$ cat src/rtl/r16_mm_core.sv
// r16_mm_core: self-contained matrix-multiply test core, C = A x B on NxN
// constant ROM matrices, computed with one sequential MAC after reset release.
// Optional self-check of the result is built when R16_MM_SELFCHECK_EN is defined.
//
// Ports:
//   clk       in   1        rising-edge clock
//   reset     in   1        asynchronous active-low reset
//   row_sel   in   32       result row select
//   row_data  out  N*ACCW   C[row_sel][j] at [j*ACCW +: ACCW] (combinational)
//   done      out  1        multiply complete, C stable (registered)
//   row_err   out  1        row_sel >= N (combinational)
//   pass      out  1        self-check result (0 when the checker is not built)
module r16_mm_core #(
    parameter int unsigned N    = 4,
    parameter int unsigned DW   = 16,
    parameter int unsigned ACCW = 40
) (
    input  logic              clk,
    input  logic              reset,
    input  logic [31:0]       row_sel,
    output logic [N*ACCW-1:0] row_data,
    output logic              done,
    output logic              row_err,
    output logic              pass
);

    localparam int unsigned LW = $clog2(N);
    localparam int unsigned PW = 2 * DW;
    localparam int unsigned NN = N * N;
    localparam logic [LW-1:0] LAST = LW'(N - 1);

    typedef enum logic [1:0] {IDLE, CALC, DONE} state_t;

    // Constant operand ROMs
    function automatic logic [DW-1:0] rom_a(input logic [LW-1:0] ri, input logic [LW-1:0] rk);
        return DW'(ri) + DW'(rk) + DW'(1);
    endfunction

    function automatic logic [DW-1:0] rom_b(input logic [LW-1:0] rk, input logic [LW-1:0] rj);
        return (rk == rj) ? DW'(2) : DW'(1);
    endfunction

    state_t            state_q, state_d;
    logic [LW-1:0]     i_q, i_d, j_q, j_d, k_q, k_d;
    logic [ACCW-1:0]   acc_q, acc_d, acc_next;
    logic [PW-1:0]     prod;
    logic              c_we;
    logic              done_d;
    logic [ACCW-1:0]   c_mem [0:NN-1];

    // MAC datapath: accumulator restarts at k==0
    always_comb begin
        prod     = PW'(rom_a(i_q, k_q)) * PW'(rom_b(k_q, j_q));
        acc_next = ((k_q == '0) ? '0 : acc_q) + ACCW'(prod);
    end

    // State and index registers
    always_ff @(posedge clk or negedge reset) begin
        if (!reset) begin
            state_q <= IDLE;
            i_q     <= '0;
            j_q     <= '0;
            k_q     <= '0;
            acc_q   <= '0;
            done    <= 1'b0;
        end else begin
            state_q <= state_d;
            i_q     <= i_d;
            j_q     <= j_d;
            k_q     <= k_d;
            acc_q   <= acc_d;
            done    <= done_d;
        end
    end

    // Next-state: k innermost, then j, then i
    always_comb begin
        state_d = state_q;
        i_d     = i_q;
        j_d     = j_q;
        k_d     = k_q;
        acc_d   = acc_q;
        c_we    = 1'b0;
        case (state_q)
            IDLE: state_d = CALC;
            CALC: begin
                acc_d = acc_next;
                if (k_q == LAST) begin
                    k_d  = '0;
                    c_we = 1'b1;
                    if (j_q == LAST) begin
                        j_d = '0;
                        if (i_q == LAST) begin
                            i_d     = '0;
                            state_d = DONE;
                        end else begin
                            i_d = i_q + LW'(1);
                        end
                    end else begin
                        j_d = j_q + LW'(1);
                    end
                end else begin
                    k_d = k_q + LW'(1);
                end
            end
            DONE: state_d = DONE;
            default: state_d = IDLE;
        endcase
        done_d = (state_d == DONE);
    end

    // Result storage, row-major {i,j}
    always_ff @(posedge clk or negedge reset) begin
        if (!reset) begin
            for (int e = 0; e < NN; e++) c_mem[e] <= '0;
        end else if (c_we) begin
            c_mem[{i_q, j_q}] <= acc_next;
        end
    end

    // Row readout; any bit above the index range flags an error
    always_comb begin
        row_err  = |row_sel[31:LW];
        row_data = '0;
        if (!row_err) begin
            for (int j = 0; j < N; j++)
                row_data[j*ACCW +: ACCW] = c_mem[{row_sel[LW-1:0], LW'(j)}];
        end
    end

`ifdef R16_MM_SELFCHECK_EN
    localparam int unsigned CW = 2 * LW + 1;

    function automatic logic [ACCW-1:0] golden(input logic [LW-1:0] gi, input logic [LW-1:0] gj);
        logic [ACCW-1:0] s;
        s = '0;
        for (int gk = 0; gk < N; gk++)
            s = s + ACCW'(PW'(rom_a(gi, LW'(gk))) * PW'(rom_b(LW'(gk), gj)));
        return s;
    endfunction

    logic [CW-1:0] chk_idx;
    logic          chk_fail;
    logic          chk_match;

    always_comb begin
        chk_match = (c_mem[chk_idx[2*LW-1:0]] ==
                     golden(chk_idx[2*LW-1:LW], chk_idx[LW-1:0]));
    end

    // One element per cycle once DONE; pass rises with the last matching element
    always_ff @(posedge clk or negedge reset) begin
        if (!reset) begin
            chk_idx  <= '0;
            chk_fail <= 1'b0;
            pass     <= 1'b0;
        end else if (state_q == DONE && chk_idx < CW'(NN)) begin
            chk_idx <= chk_idx + CW'(1);
            if (!chk_match) chk_fail <= 1'b1;
            if (chk_idx == CW'(NN - 1)) pass <= !chk_fail && chk_match;
        end
    end
`else
    assign pass = 1'b0;
`endif

endmodule

$ cat config.mk
export PLATFORM = sky130hd
export DESIGN_NAME = r16_mm_core
export DESIGN_NICKNAME = d
export VERILOG_FILES = /design/src/rtl/r16_mm_core.sv
export SDC_FILE = /design/constraint.sdc
export NUM_CORES = 1
export LEC_CHECK = 0
export ABC_AREA = 0
export BUFFER_PORTS_ARGS = -buffer_cell sky130_fd_sc_hd__buf_2
export CORE_MARGIN = 2
export CORE_UTILIZATION = 55
export CTS_BUF_LIST = sky130_fd_sc_hd__clkbuf_16
export DETAILED_ROUTE_END_ITERATION = 7
export GPL_TIMING_DRIVEN = 0
export PLACE_DENSITY = 0.73
export SETUP_SLACK_MARGIN = 0.5
export SYNTH_ARGS = -nofsm -noshare
export SYNTH_HDL_FRONTEND = slang
export SYNTH_SLANG_ARGS = --single-unit
$ cat constraint.sdc
create_clock -name clk -period 5.75 [get_ports clk]
set_clock_uncertainty 0.1 [all_clocks]
set_input_delay 1.15 -clock clk [delete_from_list [all_inputs] [get_ports clk]]
set_output_delay 1.15 -clock clk [all_outputs]
set_load 0.05 [all_outputs]
; ---- After elaboration in Yosys (flattened, before gate mapping)
; Index checks and enable logic that the tools add are counted.
[classes]
eq_ne = 7
n_lt_le_gt_ge = 6
n_addsub = 6
mul = 1
n_shift = 0
muxes = 27
n_reduce_logical = 6
bitwise = 5
div_mod_pow = 0
[ops]
columns = op, n
row1 = binary-select mux 40 bit (select 4 bit), 4
row2 = bitwise mux 640 bit, 1
row3 = two-way mux 40 bit, 10
row4 = demux 40 bit (select 4 bit), 1
row5 = two-way mux 160 bit, 1
row6 = adder 40 x 6 -> 40 bit, 1
row7 = OR reduction 30 bit, 1
row8 = "greater-or-equal comparator 5 bit, second input constant", 5
row9 = NOT 4 -> 5 bit, 5
row10 = two-way mux 2 bit, 7
row11 = "equality test 2 bit, second input constant", 5
row12 = "adder 2 x 1 -> 2 bit, second input constant", 3
row13 = multiplier 4 x 2 -> 6 bit, 1
row14 = one-hot mux 2 bit (3 select lines), 1
row15 = "less-than comparator 5 x 1 -> 1 bit, second input constant", 1
row16 = "adder 3 x 1 -> 4 bit, second input constant", 1
row17 = zero test 2 bit, 2
row18 = adder 2 x 2 -> 3 bit, 1
row19 = AND reduction 3 bit, 1
row20 = "equality test 2 x 1 -> 1 bit, second input constant", 1
row21 = equality test 2 bit, 1
row22 = two-way mux 1 bit, 2
row23 = AND reduction 2 bit, 1
row24 = logical AND 1 bit, 1
[word_totals]
ramBits = 0
mem_count = 0
output_inout_bits = 163
latchBits = 0
reg_bits = 689
rom_bits = 0
elab_cells = 80

; ---- Logic depth before layout (Yosys ltp)
[logic_depth]
ltp_word = 6
mapped_depth = 19

; ---- Worst setup path after synthesis
; No wires, ideal clock.
[synth_path]
kind = input to output
startpoint = in row_sel[13]
endpoint = out row_data[150]
required_time_ns = 4.500
t_arrival_ns = 3.277
setup_slack_ns = 1.223
stages = 5
path_cell_list = or4_1 -> nor3_1 -> nand4_1 -> clkbuf_1 -> nor2b_1
[synth_between]
elab_chain_cells = 2
[synth_rtl]
columns = element, line
row1 = "start, declared", 20  ; input logic [31:0] row_sel,
row2 = OR reduction 30 bit, 123  ; row_err = |row_sel[31:LW];
row3 = net row_err, 23  ; output logic row_err,
row4 = two-way mux 160 bit, 125  ; if (!row_err) begin
row5 = "end, declared", 21  ; output logic [N*ACCW-1:0] row_data,
; The timed path passes the listed nets, and every way through them passes these cells.

; ---- Worst setup path in the final report
[layout_path]
startpoint = in row_sel[1]
endpoint = out row_data[152]
[layout_between]
elab_chain_cells = 5
[layout_rtl]
columns = element, line
row1 = NOT 4 -> 5 bit (implied by the code), 127  ; row_data[j*ACCW +: ACCW] = c_mem[{row_sel[LW-1:0], LW'(j)}];
row2 = binary-select mux 40 bit (select 4 bit), 127
row3 = two-way mux 40 bit (implied by the code) (2 in a row), 127
row4 = two-way mux 160 bit, 125
; No other way between the ends. The select of a mux whose other input is x is not followed.

==> flow_summary.yaml <==
timing:
  hold_ws_ps: 357
  setup_violations: 0
  fmax_ghz: 0.190
  min_period_over_period: 0.917
  fin_ws_ps: 475
  slew_violations: 0
  hold_viol: 0
  rsz0062_at_grt: "yes"
  slew_headroom: 0.0840
  worst_slew_pin_slew_ps: 1370
  fin_crit_ps: 5270
worst_setup_path:
  path_max_fanout: 10
  path_class: "in2out"
  cp_cell_sequence: "clkbuf_1, clkbuf_1, buf_1, mux4_2, nor2b_1, buf_2"
  crit_slowest_cell: "buf_1"
  worstPathArrival_ps: 4020
  critPathRequiredTime_ps: 4500
  crit_path_end_kind: "primary output"
  crit_top_cell: "clkbuf_1"
  path_buf_inv: 4
  cp-start-kind: "input pin"
  cpPeakStageDelay_ps: 920
  cp_top_family: "buffers and inverters"
placed_design:
  hpwl_mm: 84.2
  place_congestion: 1.01
  post-place-ws_ps: -1560
  portBuffers: 193
floorplan:
  ios: 197
  initial_core_util: 0.558
  die_w_um: 246
  core-area_sq_mm: 0.0578
  rows: 88
  die_area_sq_mm: 0.0606
  die_y_um: 246
final_layout:
  multi_input_area_sq_mm: 0.0143
  ff_latch_area_sq_mm: 0.0172
  mostFrequentLayoutCells: "702 x nand2_1, 689 x dfrtp_1, 463 x o21ai_0, 228 x buf_2, 203 x clkbuf_1"
  mostFrequentLayoutCell: "nand2_1"
  layout-drive-gt1-share: 0.181
  n_fill_cell: 4493
  syn_to_final_growth_pct: 16.7
  fin_nets: 3520
global_routing:
  grt_first_pass_wirelength_mm: 176
  antenna_found_initial: 4
  grtUsageTotal: 0.400
  grt-ovfl-total: 0
  grt_max_degree: 129
  first_global_vias: 27653
clock_network:
  path_clk_slew_ps: 60
  cts_tree: "done"
  htree_levels: 3
  cts.sinks: 689
  clk_latency_ps: 630
  cts_root_buf: "clkbuf_16"
  clockBufferDepth: 3
  cts_buffers: 73
hold_path:
  holdCritPathClass: "in2async"
logic_synthesis:
  syn_avg_cell_area_sq_um: 10.2
  synth_edf_count: 0
  ys_seq_area_frac: 0.535
  yosysUniqueCellTypes: 67
  ys.flop_type: "dfrtp_1"
  async_flop_share: 1.00
  ys_warn_count: 0
  synth_nets: 3206
  syn-cell-area_sq_mm: 0.0322
  synth_cells: 3151
  ys_seq_elements: 689
detailed_routing:
  dr.pass1.iters: 8
  drc: 1
  ant_nets: 0
  routedWlPerCell_um: 28.2
  totalWireLength_mm: 121
  drtIter0Drc: 3836
  vias: 28298
  via_per_inst: 6.60
status:
  status: "finished, violations left"
  violations: "DRC"
power:
  cellPowerDensity_mw_per_mm2: 262
  peakVddDrop_mv: 0.242
  p_leak_nw: 16.7
run:
  cap_violations: 0
logic make-up after synthesis:
| kind of cell | count (synthesis) | share of synthesized area |
|---|---|---|
| and+or+nand+nor | 1316 | 0.192 |
| DFF | 689 | 0.535 |
| muxes | 170 | 0.115 |
| xor gates and xnor gates | 30 | 0.00815 |
| AOI/OAI and AO/OA | 624 | 0.104 |
| adders and majority gates | 21 | 0.00861 |
| other | 1 | 0.000116 |
| buffers and inverters | 300 | 0.0373 |
report_power, final:
part / internal (mW) / total (mW) / switching [mW] / leakage, nW
clock: 2.69 / 4.74 / 2.05 / 1.19
combinational: 0.0794 / 0.270 / 0.191 / 6.08
sequential: 4.85 / 4.85 / 0 / 9.44
total: 7.61 / 9.85 / 2.24 / 16.7
area by class of cell:
| class | count | share of cell area |
|---|---|---|
| well taps | 765 | 0.0254 |
| multi-input cells | 2162 | 0.380 |
| plain buffers | 287 | 0.0323 |
| diodes | 1 | 0.0000665 |
| clock buffers | 75 | 0.0499 |
| inverters | 13 | 0.00130 |
| repair buffers | 239 | 0.0410 |
| flip-flops and latches | 689 | 0.458 |
| clock inverters | 55 | 0.0123 |
Yosys cell counts (3+ instances only):
cell / instances / share of area
nand2_1: 703 / 0.082
dfrtp_1: 689 / 0.53
o21ai_0: 463 / 0.072
clkbuf_1: 231 / 0.027
nor2b_1: 176 / 0.034
mux4_2: 160 / 0.11
nor2_1: 140 / 0.016
nand3_1: 105 / 0.016
a31oi_1: 100 / 0.019
or3_1: 41 / 0.0080
buf_2: 37 / 0.0057
nand4_1: 34 / 0.0066
nand2b_1: 28 / 0.0054
o21ai_1: 26 / 0.0040
nor4_1: 20 / 0.0039
and3_1: 19 / 0.0037
ha_1: 19 / 0.0074
xnor2_1: 16 / 0.0043
xor2_1: 14 / 0.0038
buf_1: 13 / 0.0015
inv_1: 13 / 0.0015
nor3_1: 11 / 0.0017
mux2i_1: 10 / 0.0031
a21oi_1: 7 / 0.0011
a221o_1: 6 / 0.0019
and4_1: 4 / 0.0011
o31ai_1: 4 / 0.00093
and2_1: 3 / 0.00058
and4b_1: 3 / 0.00093
buf_6: 3 / 0.0010
nor3_2: 3 / 0.00093
nor4_4: 3 / 0.0020
o21bai_1: 3 / 0.00070
path summary, 6_finish.rpt:
path / from / endpoint / slack [ps] / cells past startpoint
worst max-delay path: row_sel[1] / row_data[152] / 480 / 6
max in group asynchronous: reset / c_mem[480] / 3150 / 4
worst min register to register: acc_q[1] / acc_q[1] / 370 / 2
min in group clk: acc_q[1] / acc_q[1] / 370 / 2
worst min-delay path: reset / c_mem[412] / 360 / 1
worst max register to register: k_q[0] / c_mem[376] / 640 / 17
stage by stage:
step / setup TNS (ps) / total power [mW] / instance area, sq um / util / std cells
after floorplan: 0 / 5.04 / 32200 / - / 3151
after global placement: -7406470 / 5.19 / 34200 / 0.591 / 4109
after detailed placement: -430270 / 5.21 / 34300 / 0.594 / 4115
after CTS: 0 / 9.82 / 37300 / 0.646 / 4268
after global routing: 0 / 10.0 / 37600 / 0.651 / 4285
final: 0 / 9.85 / 37600 / 0.651 / 4286
worst reg2reg max path, stage by stage, from the launching register on:
cell,delay [ps]
dfrtp_1,410
inv_1,160
ha_4,240
clkbuf_4,250
clkbuf_4,250
buf_4,240
clkbuf_4,270
clkbuf_4,290
nor2b_1,80
ha_1,290
ha_1,390
o21ai_1,160
o21ba_2,240
buf_2,230
nor3_2,430
xor2_4,420
clkbuf_2,360
o21ai_0,150
sequential cells by signal (all words and copies together), names as in the netlist:
register  cells
done          1
j_q           2
k_q           2
state_q       2
c_mem       640
i_q           2
acc_q        40
repair_timing:
item                       4_1_cts  5_1_grt
pin swaps                       14        9
gates cloned                     0        0
setup endpoints to repair      706      344
hold buffers                     0        0
setup buffers                   23       17
resized for setup               77       27
routing by layer:
| metal | global-route usage | wire length, um | up-vias |
|---|---|---|---|
| met5 | 0 | 34 | - |
| met3 | 0.116 | 15700 | 446 |
| met1 | 0.511 | 42100 | 14223 |
| met2 | 0.608 | 55000 | 2072 |
| met4 | 0.243 | 8150 | 6 |
| li1 | - | - | 11551 |
Power figures use the tool's default switching activity.
